File: config.mk
export PLATFORM = sky130hd
export DESIGN_NAME = mem_port_arbiter_flat
export DESIGN_NICKNAME = d
export VERILOG_FILES = /design/src/rtl/mem_port_arbiter_pkg.sv /design/src/rtl/mem_port_arbiter_if.sv /design/src/rtl/mem_port_arbiter_arb_starve_sel.sv /design/src/rtl/mem_port_arbiter.sv /design/src/flat_wrapper.sv
export SDC_FILE = /design/constraint.sdc
export NUM_CORES = 1
export LEC_CHECK = 0
export BUFFER_PORTS_ARGS = -buffer_cell sky130_fd_sc_hd__clkbuf_2
export CAP_MARGIN = 20
export CORE_AREA = 4 4 106 108
export CTS_BUF_LIST = sky130_fd_sc_hd__clkbuf_8
export DETAILED_ROUTE_END_ITERATION = 10
export DIE_AREA = 0 0 110 112
export GPL_ROUTABILITY_DRIVEN = 0
export PLACE_DENSITY_LB_ADDON = 0.05
export SYNTH_ARGS = -nofsm -noshare
export SYNTH_HDL_FRONTEND = slang
export SYNTH_SLANG_ARGS = --single-unit
File: constraint.sdc
create_clock -name clk -period 3.7 [get_ports clk]
set_clock_uncertainty 0.2 [all_clocks]
set_input_delay 0.37 -clock clk [delete_from_list [all_inputs] [get_ports clk]]
set_output_delay 0.37 -clock clk [all_outputs]
set_load 0.01 [all_outputs]
File: src/rtl/mem_port_arbiter_pkg.sv
// mem_port_arbiter_pkg: shared types and default widths for the memory port arbiter
package mem_arb_pkg;
    localparam int ADDR_W_DEF       = 32;
    localparam int DATA_W_DEF       = 32;
    localparam int STARVE_LIMIT_DEF = 4;
    typedef enum logic [1:0] {IDLE, REQ, RESP} state_e;
    typedef enum logic {OWN_IF, OWN_DM} owner_e;
endpackage

File: src/rtl/mem_port_arbiter_if.sv
// mem_port_arbiter_if: external single-port memory bus between arbiter and memory
interface mem_port_arbiter_if
    import mem_arb_pkg::*;
#(
    parameter int ADDR_W = ADDR_W_DEF,
    parameter int DATA_W = DATA_W_DEF
);
    logic                mem_req;
    logic                mem_we;
    logic [ADDR_W-1:0]   mem_addr;
    logic [DATA_W-1:0]   mem_wdata;
    logic [DATA_W/8-1:0] mem_be;
    logic                mem_gnt;
    logic                mem_rvalid;
    logic [DATA_W-1:0]   mem_rdata;
    modport master (
        output mem_req, mem_we, mem_addr, mem_wdata, mem_be,
        input  mem_gnt, mem_rvalid, mem_rdata
    );
    modport slave (
        input  mem_req, mem_we, mem_addr, mem_wdata, mem_be,
        output mem_gnt, mem_rvalid, mem_rdata
    );
endinterface

File: src/rtl/mem_port_arbiter_arb_starve_sel.sv
// arb_starve_sel: data-first owner selection with a streak limit that forces fetch through
module arb_starve_sel
    import mem_arb_pkg::*;
#(
    parameter int STARVE_LIMIT = STARVE_LIMIT_DEF
) (
    input  logic   clk,
    input  logic   rst_n,
    input  logic   if_req_i,
    input  logic   dm_req_i,
    input  logic   take_i,
    output owner_e owner_o
);
    localparam int SW = $clog2(STARVE_LIMIT + 1);
    localparam logic [SW-1:0] LIMIT = SW'(STARVE_LIMIT);
    logic [SW-1:0] streak_q, streak_d;
    assign owner_o = (dm_req_i && !(if_req_i && streak_q == LIMIT)) ? OWN_DM : OWN_IF;
    // streak grows only while data wins over a waiting fetch, saturating at the limit
    always_comb begin
        streak_d = (owner_o == OWN_DM && if_req_i) ? ((streak_q == LIMIT) ? streak_q : streak_q + 1'b1) : '0;
    end
    // streak is committed only on the cycle a grant leaves IDLE
    always_ff @(posedge clk or negedge rst_n) begin
        if (!rst_n) streak_q <= '0;
        else if (take_i) streak_q <= streak_d;
    end
endmodule

File: src/rtl/mem_port_arbiter.sv
// mem_port_arbiter: shares one memory port between instruction fetch and load/store
module mem_port_arbiter
    import mem_arb_pkg::*;
#(
    parameter int ADDR_W       = ADDR_W_DEF,
    parameter int DATA_W       = DATA_W_DEF,
    parameter int STARVE_LIMIT = STARVE_LIMIT_DEF
) (
    input  logic                clk,
    input  logic                rst_n,
    input  logic                if_req,
    input  logic [ADDR_W-1:0]   if_addr,
    output logic [DATA_W-1:0]   if_rdata,
    output logic                if_valid,
    output logic                if_stall,
    input  logic                dm_read,
    input  logic                dm_write,
    input  logic [ADDR_W-1:0]   dm_addr,
    input  logic [DATA_W-1:0]   dm_wdata,
    input  logic [DATA_W/8-1:0] dm_be,
    output logic [DATA_W-1:0]   dm_rdata,
    output logic                dm_valid,
    output logic                dm_stall,
    mem_port_arbiter_if.master  mem
);
    state_e              state_q;
    owner_e              owner_q, owner_sel;
    logic                mem_req_q, mem_we_q;
    logic [ADDR_W-1:0]   mem_addr_q;
    logic [DATA_W-1:0]   mem_wdata_q;
    logic [DATA_W/8-1:0] mem_be_q;
    logic                dm_req, take, is_dm, done;
    assign dm_req = dm_read | dm_write;
    assign take   = (state_q == IDLE) && (if_req || dm_req);
    assign is_dm  = owner_sel == OWN_DM;
    arb_starve_sel #(.STARVE_LIMIT(STARVE_LIMIT)) u_sel (
        .clk      (clk),
        .rst_n    (rst_n),
        .if_req_i (if_req),
        .dm_req_i (dm_req),
        .take_i   (take),
        .owner_o  (owner_sel)
    );
    // transaction FSM; the winner's fields are frozen into mem_* on leaving IDLE
    always_ff @(posedge clk or negedge rst_n) begin
        if (!rst_n) begin
            state_q     <= IDLE;
            owner_q     <= OWN_IF;
            mem_req_q   <= 1'b0;
            mem_we_q    <= 1'b0;
            mem_addr_q  <= '0;
            mem_wdata_q <= '0;
            mem_be_q    <= '0;
        end else begin
            case (state_q)
                IDLE: if (take) begin
                    state_q     <= REQ;
                    owner_q     <= owner_sel;
                    mem_req_q   <= 1'b1;
                    mem_we_q    <= is_dm && dm_write;
                    mem_addr_q  <= is_dm ? dm_addr : if_addr;
                    mem_wdata_q <= is_dm ? dm_wdata : '0;
                    mem_be_q    <= (is_dm && dm_write) ? dm_be : '1;
                end
                REQ: if (mem.mem_gnt) begin
                    state_q   <= RESP;
                    mem_req_q <= 1'b0;
                end
                RESP: if (mem.mem_rvalid) state_q <= IDLE;
                default: state_q <= IDLE;
            endcase
        end
    end
    assign done          = (state_q == RESP) && mem.mem_rvalid;
    assign if_valid      = done && owner_q == OWN_IF;
    assign dm_valid      = done && owner_q == OWN_DM;
    assign if_rdata      = mem.mem_rdata;
    assign dm_rdata      = mem.mem_rdata;
    assign if_stall      = if_req && !if_valid;
    assign dm_stall      = dm_req && !dm_valid;
    assign mem.mem_req   = mem_req_q;
    assign mem.mem_we    = mem_we_q;
    assign mem.mem_addr  = mem_addr_q;
    assign mem.mem_wdata = mem_wdata_q;
    assign mem.mem_be    = mem_be_q;
endmodule

File: src/flat_wrapper.sv
// flat-port wrapper written by rule: the top's interface ports become plain ports
module mem_port_arbiter_flat import mem_arb_pkg::*;
#(
    parameter int ADDR_W       = ADDR_W_DEF,
    parameter int DATA_W       = DATA_W_DEF,
    parameter int STARVE_LIMIT = STARVE_LIMIT_DEF
)
  (clk, rst_n, if_req, if_addr, if_rdata, if_valid, if_stall, dm_read, dm_write, dm_addr, dm_wdata, dm_be, dm_rdata, dm_valid, dm_stall, mem_mem_req, mem_mem_we, mem_mem_addr, mem_mem_wdata, mem_mem_be, mem_mem_gnt, mem_mem_rvalid, mem_mem_rdata);
  mem_port_arbiter_if #(.ADDR_W(ADDR_W), .DATA_W(DATA_W)) mem_i ();
  input  logic clk;
  input  logic rst_n;
  input  logic if_req;
  input  logic [ADDR_W-1:0] if_addr;
  output logic [DATA_W-1:0] if_rdata;
  output logic if_valid;
  output logic if_stall;
  input  logic dm_read;
  input  logic dm_write;
  input  logic [ADDR_W-1:0] dm_addr;
  input  logic [DATA_W-1:0] dm_wdata;
  input  logic [DATA_W/8-1:0] dm_be;
  output logic [DATA_W-1:0] dm_rdata;
  output logic dm_valid;
  output logic dm_stall;
  output wire logic [$bits(mem_i.mem_req)-1:0] mem_mem_req;
  output wire logic [$bits(mem_i.mem_we)-1:0] mem_mem_we;
  output wire logic [$bits(mem_i.mem_addr)-1:0] mem_mem_addr;
  output wire logic [$bits(mem_i.mem_wdata)-1:0] mem_mem_wdata;
  output wire logic [$bits(mem_i.mem_be)-1:0] mem_mem_be;
  input wire logic [$bits(mem_i.mem_gnt)-1:0] mem_mem_gnt;
  input wire logic [$bits(mem_i.mem_rvalid)-1:0] mem_mem_rvalid;
  input wire logic [$bits(mem_i.mem_rdata)-1:0] mem_mem_rdata;
  assign mem_mem_req = mem_i.mem_req;
  assign mem_mem_we = mem_i.mem_we;
  assign mem_mem_addr = mem_i.mem_addr;
  assign mem_mem_wdata = mem_i.mem_wdata;
  assign mem_mem_be = mem_i.mem_be;
  assign mem_i.mem_gnt = mem_mem_gnt;
  assign mem_i.mem_rvalid = mem_mem_rvalid;
  assign mem_i.mem_rdata = mem_mem_rdata;
  mem_port_arbiter #(.ADDR_W(ADDR_W), .DATA_W(DATA_W), .STARVE_LIMIT(STARVE_LIMIT)) u_core (.clk(clk), .rst_n(rst_n), .if_req(if_req), .if_addr(if_addr), .if_rdata(if_rdata), .if_valid(if_valid), .if_stall(if_stall), .dm_read(dm_read), .dm_write(dm_write), .dm_addr(dm_addr), .dm_wdata(dm_wdata), .dm_be(dm_be), .dm_rdata(dm_rdata), .dm_valid(dm_valid), .dm_stall(dm_stall), .mem(mem_i));
endmodule
* Word level (Yosys, flattened, before mapping)
Cells that the tools add are included.
Cells by class: mux-type cells 13, $add $sub $neg 1, reduce and logical (&&, ||, !) cells 20, equality and inequality tests 7, bitwise logic cells 2
Operators with widths (number):
- $mux 32 | 2
- $logic_and 1x1->1 | 10
- $mux 2 | 3
- $mux 3 | 2
- $ne 2x2->1 const B | 3
- $pmux 2 s3 | 1
- $reduce_and 3->1 | 2
- $mux 4 | 1
- $reduce_and 2->1 | 2
- $add 3x1->3 const B | 1
- $eq 3x3->1 const B | 1
- $logic_not 1->1 | 3
- $mux 1 | 3
- $eq 2x1->1 const B | 1
- $eq 2x2->1 const B | 1
- $logic_not 2->1 | 1
- $ne 2x1->1 const B | 1
- $pmux 1 s2 | 1
- $reduce_bool 2->1 | 1
- $logic_or 1x1->1 | 1
- $not 1->1 | 1
- $or 1x1->1 | 1
Word-level totals: input bits 139, register bits 76, word-level logic and storage cells 51, output and inout port bits 138

* Depth between registers and ports, before layout
word-level depth 8, depth in mapped cells 6, depth with buffers taken out 5

* Cells and area by module
Synthesis repeated with hierarchy kept, for this count alone.
Second synthesis, totals: cell total of the unflattened synthesis 364, area total of the unflattened synthesis 4236.6 um2
Modules (own cells, without submodules):
- mem_port_arbiter | cells an instance 344, seq. area each 1826.8 um2, instances 1, area an instance 4041.4 um2
- arb_starve_sel | cells an instance 20, seq. area each 75.1 um2, instances 1, area an instance 195.2 um2

* Least setup slack after synthesis
OpenSTA, ideal clock, no wires.
kind flip-flop to output port, start point reg u_core.state_q[1], end point out if_stall, stages on the path, launching flop included 4, data required time 3.130 ns, arrival time 1.176 ns, setup slack 1.954 ns, path through dfrtp_1 or2b_1 nor3b_1 nor2b_1
Between the ends: word-level cells in the longest chain between the ends 5
RTL lines:
- from (decl) | RTL line mem_port_arbiter.sv:26 | state_e state_q;
- from (signal assigned) | RTL line mem_port_arbiter.sv:47 | state_q <= IDLE;
- from (signal assigned) | RTL line mem_port_arbiter.sv:57 | state_q <= REQ;
- from (signal assigned) | RTL line mem_port_arbiter.sv:66 | state_q <= RESP;
- $eq 2x2->1 | RTL line mem_port_arbiter.sv:74 | assign done = (state_q == RESP) && mem.mem_rvalid;
- $logic_and 1x1->1 | RTL line mem_port_arbiter.sv:74
- $logic_and 1x1->1 | RTL line mem_port_arbiter.sv:75 | assign if_valid = done && owner_q == OWN_IF;
- net if_valid | RTL line flat_wrapper.sv:15 | output logic if_valid;
- $logic_not 1->1 | RTL line mem_port_arbiter.sv:79 | assign if_stall = if_req && !if_valid;
- $logic_and 1x1->1 | RTL line mem_port_arbiter.sv:79
- to (decl) | RTL line flat_wrapper.sv:16 | output logic if_stall;
The timed path passes the listed nets, and every way through them passes these cells.

* Worst setup path after layout
start point reg u_core.state_q[1], end point reg u_core.mem_be_q[3] (netlist: u_core.mem.mem_be[3])
Between the ends: word-level cells in the longest chain between the ends 3
RTL lines:
- $logic_not 2->1 * | RTL line mem_port_arbiter.sv:34, mem_port_arbiter.sv:55
- $logic_and 1x1->1 | RTL line mem_port_arbiter.sv:34 | assign take = (state_q == IDLE) && (if_req || dm_req);
- $reduce_and 2->1 (no line) *
- to (signal assigned) | RTL line mem_port_arbiter.sv:63 | mem_be_q <= (is_dm && dm_write) ? dm_be : '1;
- to (decl) | RTL line mem_port_arbiter.sv:31 | logic [DATA_W/8-1:0] mem_be_q;
Every way passes the cells marked *; elsewhere a longest branch is shown, timed or not. A chain may end at the register's enable or synchronous reset.

==> metrics.cfg <==
[global_routing]
antenna_found_initial = 0
grtUsageMet3_pct = 4.52
use_met1_pct = 23.5
use_met2_pct = 25.6
grt-busiest-layer = met2
gr-usage-all-layers_pct = 17.0
grt_start_max_net_pins = 77
grt_pass1_wl_mm = 16.7
grt-ovfl-total = 0
grt_pass1_vias = 3227

[critical_path]
ff2ff_path_depth = 4
path_depth = 4
arrival_ns = 2.36
path_cells = or2_1, nor2_2, buf_4, a2bb2oi_1
r2r_end = u_core.mem.mem_be[3]
path_delay_family = simple AND/OR/NAND/NOR gates
cp-start-kind = flip-flop
critPathCaptureType = flip-flop
reg2reg_from = u_core.state_q[1]
r2r_setup_slack_ns = 1.40
setup.worst_path.start = u_core.state_q[1]
cp.required_ns = 3.76
crit_buf_inv = 1
critPathMaxStageDelay_ns = 0.58
critPathKind = flip-flop to flip-flop
critPathMaxFanout = 22
crit_path_top_delay_cell = nor2_2
worstSetupEndpoint = u_core.mem.mem_be[3]

[status]
violations = negative hold slack
outcome = complete, but fails checks

[yosys]
async_reset_ff_share_pct = 100
ys_seq_elements = 76
synth_top_area_share_pct = 48.9
synth.cell_area_um2 = 3890
syn_inst = 378
yosys.area.top_type = dfrtp_1
synth_edf_count = 0
synth_xor_area_share_pct = 0
synth_top_family_by_area = compound AO/OA/AOI/OAI gates
syn_nets = 519
synth-main-ff-cell = dfrtp_1
synth.avg_cell_area_um2 = 10.3
synth-compound-area-share_pct = 23.0
yosys-top-cells-area = dfrtp_1 (49%), buf_4 (13%), a22o_1 (7.2%)
ys_warn_count = 0
ys_types = 34
synthSimpleGateAreaFrac_pct = 9.20
synthMuxAreaShare_pct = 0.547
ys_seq_area_share_pct = 48.9
synthAdderAreaFrac_pct = 0.643

[placed_design]
dp.cells = 605
hpwl_mm = 7.42
portBuffers = 180
pre_cts_slack_ns = 1.42

[timing]
fin_tns_setup_ns = 0
setup_ws_ns = 1.40
hold_violations = 42
report.final.slew_viol_count = 0
setup_viol = 0
fin_hold_ws_ns = -0.0431
fin_crit_ns = 2.30
timing.final.crit_share_pct = 62.2
rsz0062_at_grt = no
tightest_slew_ns = 0.963
fmax_mhz = 434
slew_headroom_pct = 35.8

[clock_tree]
htreeDepth = 3
cts_made_buffers = 9
clkSlewWorstSetupHoldPaths_ns = 0.09
ctsHoldBuffers = 0
clock_sinks = 76
cts_resized = 0
cts_tree = built
clockBufferDepth = 2
clock_latency_ns = 0.34
postCtsSetupBuffers = 0
cts_root_buf = clkbuf_8

[die]
dieArea_um2 = 12300
core_area_um2 = 10200
io_pins = 277
die_w_um = 110
std_cell_rows = 37
initial_utilization_pct = 38.0
die_y_um = 112

[final_layout]
area_growth_pct = 17.1
drive_gt1_share_pct = 43.5
layout.cells.non_filler = 621
fin_util_pct = 44.5
diodes = 0
nets = 621

[routing]
wirelength_mm = 10.7
dr.pass1.iters = 4
final_antenna_net_count = 0
drc_errors = 0
via_per_inst = 5.15
wire_per_inst_um = 17.2
vias = 3198
drt_iter0_markers = 219

[power_and_ir_drop]
p_leak_nw = 2.24
power_density_nw_per_um2 = 847
max-vdd-ir-drop_uv = 333

[job]
maxCapViolations = 0

[worst_hold_path]
hold_class = input port to async pin

==> synth_stat cells (2+ instances only) <==
cell type / count
a31oi_1: 32
nand3_1: 36
a2bb2oi_1: 5
a22o_1: 32
nor2_1: 2
buf_6: 7
o21ai_1: 2
inv_1: 3
a21oi_1: 32
o21ai_0: 34
ha_1: 2
buf_4: 69
nor3_4: 2
nor3_1: 5
o22ai_1: 2
nor2_2: 3
buf_2: 10
clkbuf_1: 9
dfrtp_1: 76
==> cell usage in the layout (no fill, tap or decap), drive strengths merged, types with 2 or more instances in the layout <==
cell type  count
nor2           5
buf            7
o22ai          2
clkinv         2
o21ai         36
or2            2
ha             2
a22o          32
nand3         36
a31oi         32
nor3           7
a2bb2oi        5
a21oi         32
bufinv         2
inv            5
clkbuf       188
dfrtp         76
==> per-layer routing <==
metal / vias up / wire (um)
met3: 15 / 914
met5: - / 0
li1: 1518 / -
met1: 1509 / 4910
met2: 156 / 4700
met4: 0 / 143
==> through the flow <==
step,total power [mW],instance area [um^2]
2_1_floorplan,2.65,3890
3_3_place_gp,3.17,4330
3_5_place_dp,3.19,4330
4_1_cts,3.92,4560
5_1_grt,4.14,4560
6_report,3.86,4560
==> kinds of logic (layout without fill, tap and decap cells) <==
logic type,after synthesis,after routing
muxes,2,2
buffers and inverters,98,205
DFF,76,76
adders and majority gates,2,2
and+or+nand+nor,59,59
AOI/OAI and AO/OA,141,141
==> registers in the layout (all words and copies together), names as in the netlist <==
| register | flops |
|---|---|
| u_core.mem.mem_be | 4 |
| u_core.mem.mem_we | 1 |
| u_core.owner_q | 1 |
| u_core.mem.mem_wdata | 32 |
| u_core.mem.mem_addr | 32 |
| u_core.u_sel.streak_q | 3 |
| u_core.mem.mem_req | 1 |
| u_core.state_q | 2 |
==> power breakdown <==
part / switching (mW) / leakage (nW) / internal (mW)
clock: 0.322 / 0.110 / 0.384
combinational: 0.962 / 1.23 / 0.721
sequential: 0.243 / 0.900 / 1.23
==> worst min path at each step <==
stage | start | to | cells after the start
3_5_place_dp | u_core.mem.mem_wdata[15] | u_core.mem.mem_wdata[15] | 1
3_3_place_gp | u_core.mem.mem_wdata[10] | u_core.mem.mem_wdata[10] | 1
6_report | rst_n | u_core.mem.mem_wdata[6] | 1
2_1_floorplan | rst_n | u_core.mem.mem_addr[0] | 0
5_1_grt | dm_wdata[23] | u_core.mem.mem_wdata[23] | 2
4_1_cts | rst_n | u_core.mem.mem_we | 1
==> area by class of cell <==
cell class | count | area, um^2
clock inverter | 7 | 98.8
timing repair buffer | 186 | 948
tap | 136 | 170
fill | 1026 | 5670
inverter | 3 | 11.3
clock buffer | 9 | 124
sequential | 76 | 1900
multi-input combinational | 204 | 1300
Power figures use the tool's default switching activity.
